<file path="config.mk">
export PLATFORM = sky130hd
export DESIGN_NAME = scan_display_ctrl
export DESIGN_NICKNAME = d
export VERILOG_FILES = /design/src/rtl/display_pkg.sv /design/src/rtl/seg7_decode.sv /design/src/rtl/scan_display_ctrl.sv
export SDC_FILE = /design/constraint.sdc
export NUM_CORES = 1
export LEC_CHECK = 0
export CAP_MARGIN = 20
export CORE_AREA = 5 5 91 93
export CTS_CLUSTER_SIZE = 8
export DETAILED_ROUTE_END_ITERATION = 12
export DIE_AREA = 0 0 96 98
export GPL_TIMING_DRIVEN = 1
export PLACE_DENSITY = 0.76
export SLEW_MARGIN = 20
export SYNTH_ARGS = -nofsm -noshare
export SYNTH_HDL_FRONTEND = slang
export SYNTH_SLANG_ARGS = --single-unit
</file>
<file path="constraint.sdc">
create_clock -name clk -period 5.4 [get_ports clk]
set_input_delay 1.08 -clock clk [delete_from_list [all_inputs] [get_ports clk]]
set_output_delay 1.08 -clock clk [all_outputs]
set_load 0.02 [all_outputs]
</file>
<file path="src/rtl/display_pkg.sv">
// display_pkg: mode encodings and active-low g..a glyphs shared by the scanned display controller.
package display_pkg;
    typedef enum logic [1:0] {
        MODE_STATIC = 2'b00,
        MODE_SCROLL = 2'b01,
        MODE_BLANK  = 2'b10,
        MODE_FREEZE = 2'b11
    } mode_e;
    localparam logic [6:0] SEG_BLANK = 7'h7F;
    localparam logic [6:0] HEX_GLYPH [16] = '{
        7'h40, 7'h79, 7'h24, 7'h30, 7'h19, 7'h12, 7'h02, 7'h78,
        7'h00, 7'h10, 7'h08, 7'h03, 7'h46, 7'h21, 7'h06, 7'h0E
    };
endpackage

</file>
<file path="src/rtl/seg7_decode.sv">
// seg7_decode: nibble to active-low segments; without select only 0-9 light up.
module seg7_decode
    import display_pkg::*;
(
    input  logic [3:0] nibble,
    input  logic       select,
    output logic [6:0] seg
);
    assign seg = (select || nibble < 4'd10) ? HEX_GLYPH[nibble] : SEG_BLANK;
endmodule

</file>
<file path="src/rtl/scan_display_ctrl.sv">
// scan_display_ctrl: multiplexed 7-segment scanner showing a static or scrolling window of a nibble string.
module scan_display_ctrl
    import display_pkg::*;
#(
    parameter int NUM_DIGITS   = 4,
    parameter int TEXT_NIBBLES = 16,
    parameter int SCAN_DIV     = 100000,
    parameter int SCROLL_DIV   = 50000000
) (
    input  logic                            clk,
    input  logic                            rst,
    input  logic [4*TEXT_NIBBLES-1:0]       text,
    input  logic [1:0]                      mode,
    input  logic [$clog2(TEXT_NIBBLES)-1:0] win_sel,
    input  logic                            select,
    output logic [6:0]                      OUT,
    output logic [NUM_DIGITS-1:0]           EN
);
    localparam int PW = $clog2(TEXT_NIBBLES);
    localparam int DW = $clog2(NUM_DIGITS);
    localparam int SW = $clog2(SCAN_DIV);
    localparam int RW = $clog2(SCROLL_DIV);
    localparam logic [SW-1:0] SCAN_LAST   = SW'(SCAN_DIV - 1);
    localparam logic [RW-1:0] SCROLL_LAST = RW'(SCROLL_DIV - 1);
    localparam logic [DW-1:0] D_LAST      = DW'(NUM_DIGITS - 1);
    localparam logic [PW-1:0] PTR_LAST    = PW'(TEXT_NIBBLES - 1);
    localparam logic [PW:0]   TN_W        = (PW + 1)'(TEXT_NIBBLES);

    mode_e         md;
    logic [SW-1:0] scan_cnt_q, scan_cnt_d;
    logic [RW-1:0] scroll_cnt_q, scroll_cnt_d;
    logic [DW-1:0] d_q, d_d;
    logic [PW-1:0] ptr_q, ptr_d, ptr_ws, ptr_inc, idx;
    logic          pending_q, pending_d;
    logic          scan_tick, frame, scroll_tick, step;
    logic [PW:0]   sum;
    logic [3:0]    nibs [TEXT_NIBBLES];
    logic [3:0]    nib;
    logic [6:0]    seg;

    for (genvar i = 0; i < TEXT_NIBBLES; i++) begin : g_nib
        assign nibs[i] = text[4*i +: 4];
    end

    // Outputs are registered from next-state d/ptr so a new digit appears the cycle after its scan_tick.
    always_comb begin
        md           = mode_e'(mode);
        scan_tick    = scan_cnt_q == SCAN_LAST;
        frame        = scan_tick && d_q == D_LAST;
        scan_cnt_d   = scan_tick ? '0 : scan_cnt_q + 1'b1;
        d_d          = !scan_tick ? d_q : frame ? '0 : d_q + 1'b1;
        scroll_tick  = md == MODE_SCROLL && scroll_cnt_q == SCROLL_LAST;
        scroll_cnt_d = (md != MODE_SCROLL || scroll_tick) ? '0 : scroll_cnt_q + 1'b1;
        step         = pending_q || scroll_tick;
        pending_d    = md == MODE_SCROLL && step && !frame;
        ptr_ws       = ({1'b0, win_sel} >= TN_W) ? PW'({1'b0, win_sel} - TN_W) : win_sel;
        ptr_inc      = ptr_q == PTR_LAST ? '0 : ptr_q + 1'b1;
        ptr_d        = !frame ? ptr_q :
                       md == MODE_STATIC ? ptr_ws :
                       (md == MODE_SCROLL && step) ? ptr_inc : ptr_q;
        sum          = {1'b0, ptr_d} + (PW + 1)'(d_d);
        idx          = PW'(sum >= TN_W ? sum - TN_W : sum);
        nib          = nibs[idx];
    end

    seg7_decode u_dec (
        .nibble (nib),
        .select (select),
        .seg    (seg)
    );

    always_ff @(posedge clk) begin
        if (rst) begin
            scan_cnt_q   <= '0;
            scroll_cnt_q <= '0;
            d_q          <= '0;
            ptr_q        <= '0;
            pending_q    <= 1'b0;
            EN           <= '1;
            OUT          <= SEG_BLANK;
        end else begin
            scan_cnt_q   <= scan_cnt_d;
            scroll_cnt_q <= scroll_cnt_d;
            d_q          <= d_d;
            ptr_q        <= ptr_d;
            pending_q    <= pending_d;
            EN           <= md == MODE_BLANK ? '1 : ~(NUM_DIGITS'(1) << d_d);
            OUT          <= md == MODE_BLANK ? SEG_BLANK : seg;
        end
    end
endmodule

</file>
* After elaboration in Yosys (flattened, before gate mapping) *
Memory sizes are Yosys's and may differ from the RTL's. A register that Yosys moved wholly into a read port is not among the register bits.
Cells that the tools add are included.

storage, ports and cells
  logic and storage cells = 51
  ROM bits = 112
  memories kept = 1
  output and inout port bits = 11
  input bits = 73
  register bits after elaboration = 54

cells by class
  reductions and logical operators = 13
  shift operators = 1
  $add $sub $neg = 6
  $lt $le $gt $ge = 3
  mux-type cells = 10
  eq/ne operators = 7
  bitwise gates (word level) = 4

memories
  memory            words  bits a word  rd ports  clocked after memory_dff  write ports  line              source
  (name not given)  16     7            1         1                         0            seg7_decode.sv:9  assign seg = (select || nibble < 4'd10) ? HEX_GLYPH[nibble] : SEG_BLANK;

operator list
  operator                                              count
  2-to-1 mux 4 bit                                      7
  adder 26 x 1 -> 26 bit (second input constant)        1
  equality test 26 bit (second input constant)          1
  adder 17 x 1 -> 17 bit (second input constant)        1
  equality test 17 bit (second input constant)          1
  binary-select mux 4 bit (select 4 bit)                1
  >= comparator 5 bit (second input constant)           2
  inverter 4 -> 5 bit                                   2
  OR reduction 2 bit                                    3
  adder 4 x 2 -> 5 bit                                  1
  adder 4 x 1 -> 4 bit (second input constant)          1
  equality test 2 bit (second input constant)           2
  equality test 4 bit (second input constant)           1
  logical AND 1 bit                                     4
  less-than comparator 4 bit (second input constant)    1
  2-to-1 mux 2 bit                                      2
  inverter 4 bit                                        1
  left shift 1 x 2 -> 4 bit (first input constant)      1
  subtractor 4 x 1 -> 4 bit (second input constant)     1
  logical OR 1 bit                                      3
  OR reduction 3 bit                                    1
  adder 2 x 1 -> 2 bit (second input constant)          1
  equality test 2 x 1 -> 1 bit (second input constant)  1
  logical NOT 2 bit                                     1
  other kinds (3)                                       3

* Longest topological paths before layout *
Gate-level depths: netlist (run 1).

  depth after elaboration = 18
  depth in mapped cells = 22
  gate-level depth less buffers = 20

* Cells and area by module *
From an unflattened synthesis (run 1), not the netlist that was laid out.

second synthesis, totals
  cell total of the unflattened synthesis = 365
  area total of the unflattened synthesis = 3,450.8 µm²

by module, submodules not included
  module             cells an instance  times used  area each (µm²)  sequential area each (µm²)
  scan_display_ctrl  324                1           3,144.3          1,221.2
  seg7_decode        41                 1           306.5            0.0

* Worst setup path before layout (run 1) *
OpenSTA, ideal clock, no wires.

  path type = input to register
  from = in mode[1]
  to = reg OUT[5]
  slack = 0.815 ns
  path buffers = 2
  required time = 5.278 ns
  stages on the path = 16
  arrival time = 4.464 ns
  setup time = 0.122 ns
  cells stage by stage = or2_2 -> o22a_1 -> nor3_1 -> a21oi_1 -> ha_1 -> clkbuf_1 -> buf_1 -> mux4_2 -> mux2i_1 -> mux2_2 -> inv_1 -> ha_1 -> inv_1 -> mux2i_1 -> a22oi_1 -> nand2_1

on the way
  longest elaborated chain between the ends = 18
  elaborated cells on any way between the ends = 22
  those cells by class = add/sub: 2; order compare: 2; eq/ne: 2; mux: 7; bitwise: 3; reduce/logical: 6

ends and longest elaborated chain
  what                                                      line                                              source
  from (decl)                                               scan_display_ctrl.sv:13                           input logic [1:0] mode,
  equality test 2 x 1 -> 1 bit                              scan_display_ctrl.sv:52, scan_display_ctrl.sv:60
  logical AND 1 bit                                         scan_display_ctrl.sv:52                           scroll_tick = md == MODE_SCROLL && scroll_cnt_q == SCROLL_LAST;
  logical OR 1 bit                                          scan_display_ctrl.sv:54                           step = pending_q || scroll_tick;
  logical AND 1 bit                                         scan_display_ctrl.sv:60                           (md == MODE_SCROLL && step) ? ptr_inc : ptr_q;
  2-to-1 mux 4 bit                                          scan_display_ctrl.sv:60
  2-to-1 mux 4 bit (*)                                      scan_display_ctrl.sv:59                           md == MODE_STATIC ? ptr_ws :
  2-to-1 mux 4 bit (*)                                      scan_display_ctrl.sv:58                           ptr_d = !frame ? ptr_q :
  net ptr_d[0]                                              scan_display_ctrl.sv:33                           logic [PW-1:0] ptr_q, ptr_d, ptr_ws, ptr_inc, idx;
  [... 2 more ...]                                          n/a
  2-to-1 mux 4 bit (*)                                      scan_display_ctrl.sv:62                           idx = PW'(sum >= TN_W ? sum - TN_W : sum);
  inverter 4 -> 5 bit (implied by the code) (*)             scan_display_ctrl.sv:63                           nib = nibs[idx];
  binary-select mux 4 bit (select 4 bit) (*)                scan_display_ctrl.sv:63
  2-to-1 mux 4 bit (implied by the code) (*) (2 in series)  scan_display_ctrl.sv:63
  less-than comparator 4 bit                                seg7_decode.sv:9
  logical OR 1 bit                                          seg7_decode.sv:9
  inverter 1 bit (no source line)                           n/a
  OR reduction 3 bit (no source line)                       n/a
  to (decl)                                                 scan_display_ctrl.sv:16                           output logic [6:0] OUT,

The timed path passes the listed nets; every way through them passes the cells marked *. The select of a mux whose other input is x is not followed.
A chain may end at the register's enable or synchronous reset.

* Final worst setup path (run 1) *
  from = reg scan_cnt_q[0]
  to = reg OUT[5]

on the way
  elaborated cells on any way between the ends = 18
  those cells by class = add/sub: 2; order compare: 2; eq/ne: 1; mux: 7; bitwise: 3; reduce/logical: 3

RTL lines
  what                                                                     line                     source
  from (decl)                                                              scan_display_ctrl.sv:30  logic [SW-1:0] scan_cnt_q, scan_cnt_d;
  from (signal assigned)                                                   scan_display_ctrl.sv:82  scan_cnt_q <= scan_cnt_d;
  equality test 17 bit (*)                                                 scan_display_ctrl.sv:48  scan_tick = scan_cnt_q == SCAN_LAST;
  logical AND 1 bit (*)                                                    scan_display_ctrl.sv:49  frame = scan_tick && d_q == D_LAST;
  2-to-1 mux 4 bit (*)                                                     scan_display_ctrl.sv:58
  net ptr_d[0]                                                             scan_display_ctrl.sv:33
  adder 4 x 2 -> 5 bit (*)                                                 scan_display_ctrl.sv:61  sum = {1'b0, ptr_d} + (PW + 1)'(d_d);
  subtractor 4 x 1 -> 4 bit / >= comparator 5 bit (equally long branches)  scan_display_ctrl.sv:62
  2-to-1 mux 4 bit (*)                                                     scan_display_ctrl.sv:62
  inverter 4 -> 5 bit (implied by the code) (*)                            scan_display_ctrl.sv:63
  binary-select mux 4 bit (select 4 bit) (*)                               scan_display_ctrl.sv:63
  2-to-1 mux 4 bit (implied by the code) (*) (2 in series)                 scan_display_ctrl.sv:63
  less-than comparator 4 bit                                               seg7_decode.sv:9
  logical OR 1 bit                                                         seg7_decode.sv:9
  inverter 1 bit (no source line)                                          n/a
  OR reduction 3 bit (no source line)                                      n/a

Marks and branches as above.

==> flow_summary_export.csv, run 1 <==
group,metric,value,unit
routing,viasPerCell,5.276,
floorplan,die_width,96,µm
cts,holdBufCountCts,0,
global_route,grtUsageTotal,0.2008,
pwr,combPwrFrac,0.125,
cts,cts_root_buffer,"clkbuf_8",
yosys,synth_area,3563,µm²
routing,dr.pass1.iters,4,
yosys,syn_avg_cell_area,9.256,µm²
sta,timing.final.crit_share,0.8656,
routing,num_vias,3039,
cts,tritoncts,"done",
sta,worst_pin_slew,0.7287,ns
worst_setup_path,max_stage_delay,0.75,ns
yosys,synth.distinct_cells,52,
global_route,grt-ovfl-total,0,
sta,skew,0.01009,ns
worst_hold_path,min_path_type,"reg2reg",
cts,cts_setup_buffers,0,
yosys,synth_common_cells,"61 x dfxtp_1, 56 x nor2_1, 35 x nand2_1, 26 x nand3_1, 24 x xor2_1",
cts,clkSinkCount,61,
run,cap_violations,0,
worst_setup_path,cpMaxStageDelayCell,"or4_1",
final_layout,final_nets,555,
worst_setup_path,worstPathArrival,4.90,ns
yosys,synth-seq-area-share,0.3427,
global_route,grt_pass1_vias,3131,
routing,highest_layer,"met4",
worst_setup_path,crit_family,"simple AND/OR/NAND/NOR gates",
pwr,ir_drop,0.0002013,V
routing,m1WireLength,3684,µm
floorplan,design.die.area,9408,µm²
pwr,p_per_area,210.9,nW/µm²
pwr,power_leakage,1.761,nW
placement,gp_congestion,0.8253,
placement,dp_hpwl,6930,µm
sta,grt_setup_unrepaired,"no",
yosys,synth_edf_count,0,
sta,holdWs,0.4606,ns
yosys,synth_fp_nets,470,
yosys,synth_top_area_share,0.3427,
cts,cts_buffers,9,
sta,finalHoldViolCount,0,
cts,cts-htree-levels,3,
routing,wl_met3,325,µm
worst_setup_path,cp-end-kind,"register",
pwr,power.share.clock,0.409,
yosys,netlist_instances,385,
sta,fmax,0.2139,GHz
routing,drtAntennaViolNets,0,
pwr,seqPwrFrac,0.467,
floorplan,rows,32,
yosys,ys_warn_count,0,
yosys,synth_largest_area_cell,"dfxtp_1",
pwr,finalPower,0.9858,mW
sta,tns,0,ns
cts,post_cts_resized,0,
yosys,synthTopCellsByArea,"dfxtp_1 34%, mux4_2 10%, nor2_1 5.9%",
routing,wl,8643,µm
routing,drtIter0Drc,121,
worst_setup_path,worst-path-buf-inv,4,
yosys,synth_flop_cell,"dfxtp_1",
yosys,ys_ff_latch,61,
worst_setup_path,crit_chain,"ha_1 > nand4_1 > or4_1 > nor2_8 > o21ai_0 > a21oi_1 > ha_1 > inv_1 > fa_1 > buf_4 > mux4_2 > mux2i_1 > mux2_2 > inv_1 > ha_1 > inv_1 > mux2i_1 > a22oi_1 > nand2_1",
final_layout,n_antenna_cell,0,
pwr,p_sw_frac,0.2212,
worst_setup_path,crit_fanout,16,
floorplan,ios,84,
floorplan,initial_core_util,0.4785,
global_route,grt_max_degree,27,
cts,clk_pin_slew,0.07,ns
global_route,grt_pass1_wl,14870,µm
routing,dr_wl_met2,4466,µm
cts,clockBufferDepth,2,
final_layout,layout-area-overhead-vs-synth,31.18,%
sta,maxSlewViolCount,0,
placement,io_buffers,83,
routing,wire_per_inst,15.01,µm
global_route,antenna_found_initial,0,
yosys,synthArstFlopShare,0,
sta,period_needed,4.674,ns
yosys,yosysMostFrequentCell,"dfxtp_1",
sta,setup_viol,0,
floorplan,core_area,7447,µm²
final_layout,final.fill_count,678,
pwr,switchingPower,0.2181,mW
sta,max-slew-margin-rel,0.5003,
outcome,status,"complete, no violations",
cts,clock_latency,0.34,ns
routing,drc,0,
floorplan,die_h,98,µm
worst_setup_path,critPathLaunchType,"register",
pwr,internal_power,0.7678,mW
final_layout,drive_above_1_share,0.09705,
worst_setup_path,worst-setup-path-type,"reg2reg",
worst_setup_path,cp_data_required_time,5.62,ns
final_layout,final_util,0.6277,
[cell type report]
type                            instances  area [µm²]  area share
Tap cell                              102       127.6     0.02730
Inverter                               15       56.30     0.01204
Timing Repair Buffer                   86       853.3      0.1825
Clock buffer                           11       151.4     0.03239
Clock inverter                          4       47.55     0.01017
Multi-Input combinational cell        297        2217      0.4743
Sequential cell                        61        1221      0.2612
[sequential cells by signal (all words and copies together) (netlist names)]
| name | count |
|---|---|
| EN | 4 |
| OUT | 7 |
| d_q | 2 |
| pending_q | 1 |
| ptr_q | 4 |
| scan_cnt_q | 17 |
| scroll_cnt_q | 26 |
[layer usage]
layer / global-route usage / up-vias
met5: 0 / -
met4: 0.06346 / 0
met3: 0.05701 / 16
met2: 0.3346 / 61
met1: 0.2475 / 1427
li1: - / 1535
[through the flow]
stage          worst slack [ns]  instances  cell area (µm²)
3_5_place_dp             0.4838        561             4476
2_1_floorplan            0.8147        385             3563
4_1_cts                  0.7362        576             4674
6_report                 0.7259        576             4674
3_3_place_gp             0.5600        561             4476
5_1_grt                  0.3072        576             4674
[layout by cell type (no fill, tap or decap), types with 2 or more instances in the layout]
cell type         n
and4_1            4
nand3_1          26
nand2_1          35
nor2_1           56
mux2i_1          13
o21bai_1          2
o21ai_0          12
ha_1             11
o21ai_1           2
nor4_1            2
nor3_1            4
mux4_2           16
nor3b_1           2
or3_1             9
buf_4             3
and3_1            7
xor2_1           24
a21oi_1          13
nor4bb_1          2
o211ai_1          4
xnor2_1          11
clkdlybuf4s50_1  83
xnor2_4           2
clkinv_2          2
or4_1             3
inv_1            15
nand2b_1          3
clkbuf_8         11
mux2_2            3
nand4_1           7
dfxtp_1          61
o22ai_1           2
and4b_1           3
[worst reg2reg max path: stages (launching register included)]
cell and delay, ns:
dfxtp_1 0.37, ha_1 0.22, nand4_1 0.23, or4_1 0.75, nor2_8 0.19, o21ai_0 0.12, a21oi_1 0.27, ha_1 0.22
inv_1 0.05, fa_1 0.47, buf_4 0.24, mux4_2 0.34, mux2i_1 0.16, mux2_2 0.25, inv_1 0.09, ha_1 0.25
inv_1 0.06, mux2i_1 0.06, a22oi_1 0.17, nand2_1 0.07
[logic make-up after synthesis]
kind of cell,Yosys count,synth area share
adder cells (fa/ha/maj),12,0.04424
multiplexers,34,0.1587
flip-flops,61,0.3427
AND/OR/NAND/NOR,171,0.2430
AO/OA/AOI/OAI,43,0.07479
XOR/XNOR,37,0.1015
buffers and inverters,27,0.03511
[worst paths after layout]
path / startpoint / endpoint / slack [ns] / cells past startpoint
max: scan_cnt_q[0]$_SDFF_PP0_ / OUT[5]$_SDFF_PP1_ / 0.73 / 19
min: scan_cnt_q[0]$_SDFF_PP0_ / scan_cnt_q[0]$_SDFF_PP0_ / 0.46 / 1
max reg2reg: scan_cnt_q[0]$_SDFF_PP0_ / OUT[5]$_SDFF_PP1_ / 0.73 / 19
min reg2reg: scan_cnt_q[0]$_SDFF_PP0_ / scan_cnt_q[0]$_SDFF_PP0_ / 0.46 / 1
[power by group through the flow]
| stage | clock [mW] | sequential, mW | combinational (mW) |
|---|---|---|---|
| after global routing | 0.437 | 0.461 | 0.132 |
| after detailed placement | 0 | 0.470 | 0.123 |
| after global placement | 0 | 0.470 | 0.120 |
| after CTS | 0.414 | 0.460 | 0.123 |
| final | 0.403 | 0.460 | 0.123 |
| after floorplan | 0 | 0.476 | 0.0450 |
Note: power is estimated with default switching activity, not from simulation.
==> run 2: changes to the inputs <==
Settings changed: CTS_BUF_LIST set to sky130_fd_sc_hd__clkbuf_16, SLEW_MARGIN 20 to 25.
==> flow_summary_export.csv, run 2 (same netlist as run 1, synthesis figures left out) <==
group,metric,value,unit
outcome,status,"complete, no violations",
floorplan,initial_core_util,0.4785,
global_route,grtUsageTotal,0.2051,
cts,post_cts_resized,0,
global_route,antenna_found_initial,0,
pwr,power_leakage,1.796,nW
final_layout,reg.largest.list,"scroll_cnt_q x26, scan_cnt_q x17, OUT x7",
routing,wire_per_inst,15.28,µm
routing,drc,0,
routing,num_vias,3059,
cts,clock_latency,0.33,ns
routing,viasPerCell,5.311,
worst_setup_path,critPathLaunchType,"register",
placement,gp_congestion,0.8253,
sta,finalHoldViolCount,0,
routing,wl,8799,µm
final_layout,multi_input_area,2217,µm²
cts,holdBufCountCts,0,
final_layout,layout_common_cells,"83 x clkdlybuf4s50_1, 61 x dfxtp_1, 56 x nor2_1, 35 x nand2_1, 26 x nand3_1",
final_layout,largest-register,"scroll_cnt_q",
sta,skew,0.006727,ns
cts,cts_root_buffer,"clkbuf_16",
cts,tritoncts,"done",
cts,cts-htree-levels,3,
global_route,grt_pass1_wl,15070,µm
final_layout,regArea,1221,µm²
worst_setup_path,worst-setup-path-type,"reg2reg",
cts,cts_buffers,9,
sta,tns,0,ns
cts,clockBufferDepth,2,
sta,fmax,0.2156,GHz
placement,dp.cells,561,
pwr,p_per_area,236.1,nW/µm²
routing,dr.pass1.iters,4,
final_layout,drive_above_1_share,0.09283,
final_layout,largest_reg_flops,26,
final_layout,final_nets,555,
cts,clk_pin_slew,0.05,ns
global_route,grt_max_degree,27,
final_layout,fin_cells,576,
sta,timing.final.crit_share,0.8590,
final_layout,final_common_cell,"clkdlybuf4s50_1",
floorplan,design.die.area,9408,µm²
sta,period_needed,4.639,ns
sta,worst_pin_slew,0.7419,ns
final_layout,n_antenna_cell,0,
floorplan,rows,32,
cts,clkSinkCount,61,
sta,setup_viol,0,
worst_setup_path,cp-end-kind,"register",
floorplan,ios,84,
floorplan,die_h,98,µm
final_layout,layout-area-overhead-vs-synth,33.46,%
floorplan,die_width,96,µm
routing,drtAntennaViolNets,0,
floorplan,core_area,7447,µm²
routing,drtIter0Drc,136,
pwr,ir_drop,0.0001693,V
sta,maxSlewViolCount,0,
sta,max-slew-margin-rel,0.4912,
worst_setup_path,worstPathArrival,4.84,ns
placement,dp_hpwl,6930,µm
final_layout,final.fill_count,682,
run,cap_violations,0,
global_route,grt-ovfl-total,0,
sta,grt_setup_unrepaired,"no",
worst_hold_path,min_path_type,"reg2reg",
cts,cts_setup_buffers,0,
global_route,grt_pass1_vias,3141,
worst_setup_path,cp_data_required_time,5.60,ns
placement,io_buffers,83,
worst_setup_path,crit_fanout,16,
## run 2: cell count changes in the layout (fill, tap and decap cells not counted), sizes merged
cell | before | now
clkbuf | 11 | 9
clkinv | 2 | 4
## run 2: report_power, final
| part | switching [mW] | internal [mW] | leakage [nW] |
|---|---|---|---|
| Sequential | 0.00309 | 0.458 | 0.494 |
| Combinational | 0.0462 | 0.0769 | 1.17 |
| Clock | 0.190 | 0.349 | 0.136 |
## run 2: final cells by class
type | count | share of cell area
clock buffer | 9 | 0.04736
clock inverter | 6 | 0.01158
inverter | 15 | 0.01184
multi-input combinational | 297 | 0.4662
sequential | 61 | 0.2568
tap | 102 | 0.02683
timing repair buffer | 86 | 0.1794
## run 2: per-stage QoR
step           setup slack, ns  hold WS (ns)  cell area [µm²]  utilization  power (mW)
6_report                0.7612        0.4557             4756       0.6386       1.123
4_1_cts                 0.7526        0.4641             4756       0.6386       1.135
2_1_floorplan           0.8147        0.4260             3563            -      0.5212
3_5_place_dp            0.4838        0.4532             4476       0.6010      0.5930
5_1_grt                 0.2853        0.5017             4756       0.6386       1.168
3_3_place_gp            0.5600        0.4404             4476       0.6010      0.5906
## run 2: per-layer routing
| layer | track usage | up-vias | share of wire |
|---|---|---|---|
| li1 | - | 1542 | - |
| met1 | 0.2471 | 1438 | 0.42 |
| met2 | 0.3394 | 61 | 0.51 |
| met3 | 0.06626 | 18 | 0.045 |
| met4 | 0.07112 | 0 | 0.020 |
| met5 | 0 | - | 0 |
## run 2: critical path, cell delays in order, from the launching register on
cell	delay, ns
dfxtp_1	0.36
ha_1	0.22
nand4_1	0.22
or4_1	0.76
nor2_8	0.19
o21ai_0	0.12
a21oi_1	0.25
ha_1	0.21
inv_1	0.05
fa_1	0.47
buf_4	0.24
mux4_2	0.26
mux2i_1	0.11
mux2i_1	0.62
nand2_1	0.16
o22ai_1	0.19
o21ai_1	0.08
## run 2: final timing paths
path,start,end,slack (ns),cells past startpoint
worst max-delay path,scan_cnt_q[0]$_SDFF_PP0_,OUT[0]$_SDFF_PP1_,0.76,16
worst min-delay path,scan_cnt_q[0]$_SDFF_PP0_,scan_cnt_q[0]$_SDFF_PP0_,0.46,1
worst min register to register,scan_cnt_q[0]$_SDFF_PP0_,scan_cnt_q[0]$_SDFF_PP0_,0.46,1
worst max register to register,scan_cnt_q[0]$_SDFF_PP0_,OUT[0]$_SDFF_PP1_,0.76,16
==> run 3: changes to the inputs <==
Settings changed: ABC_CLOCK_PERIOD_IN_PS set to 5400.
==> results of run 3 <==
The final DEF is identical to that of run 2; final timing and power are the same.
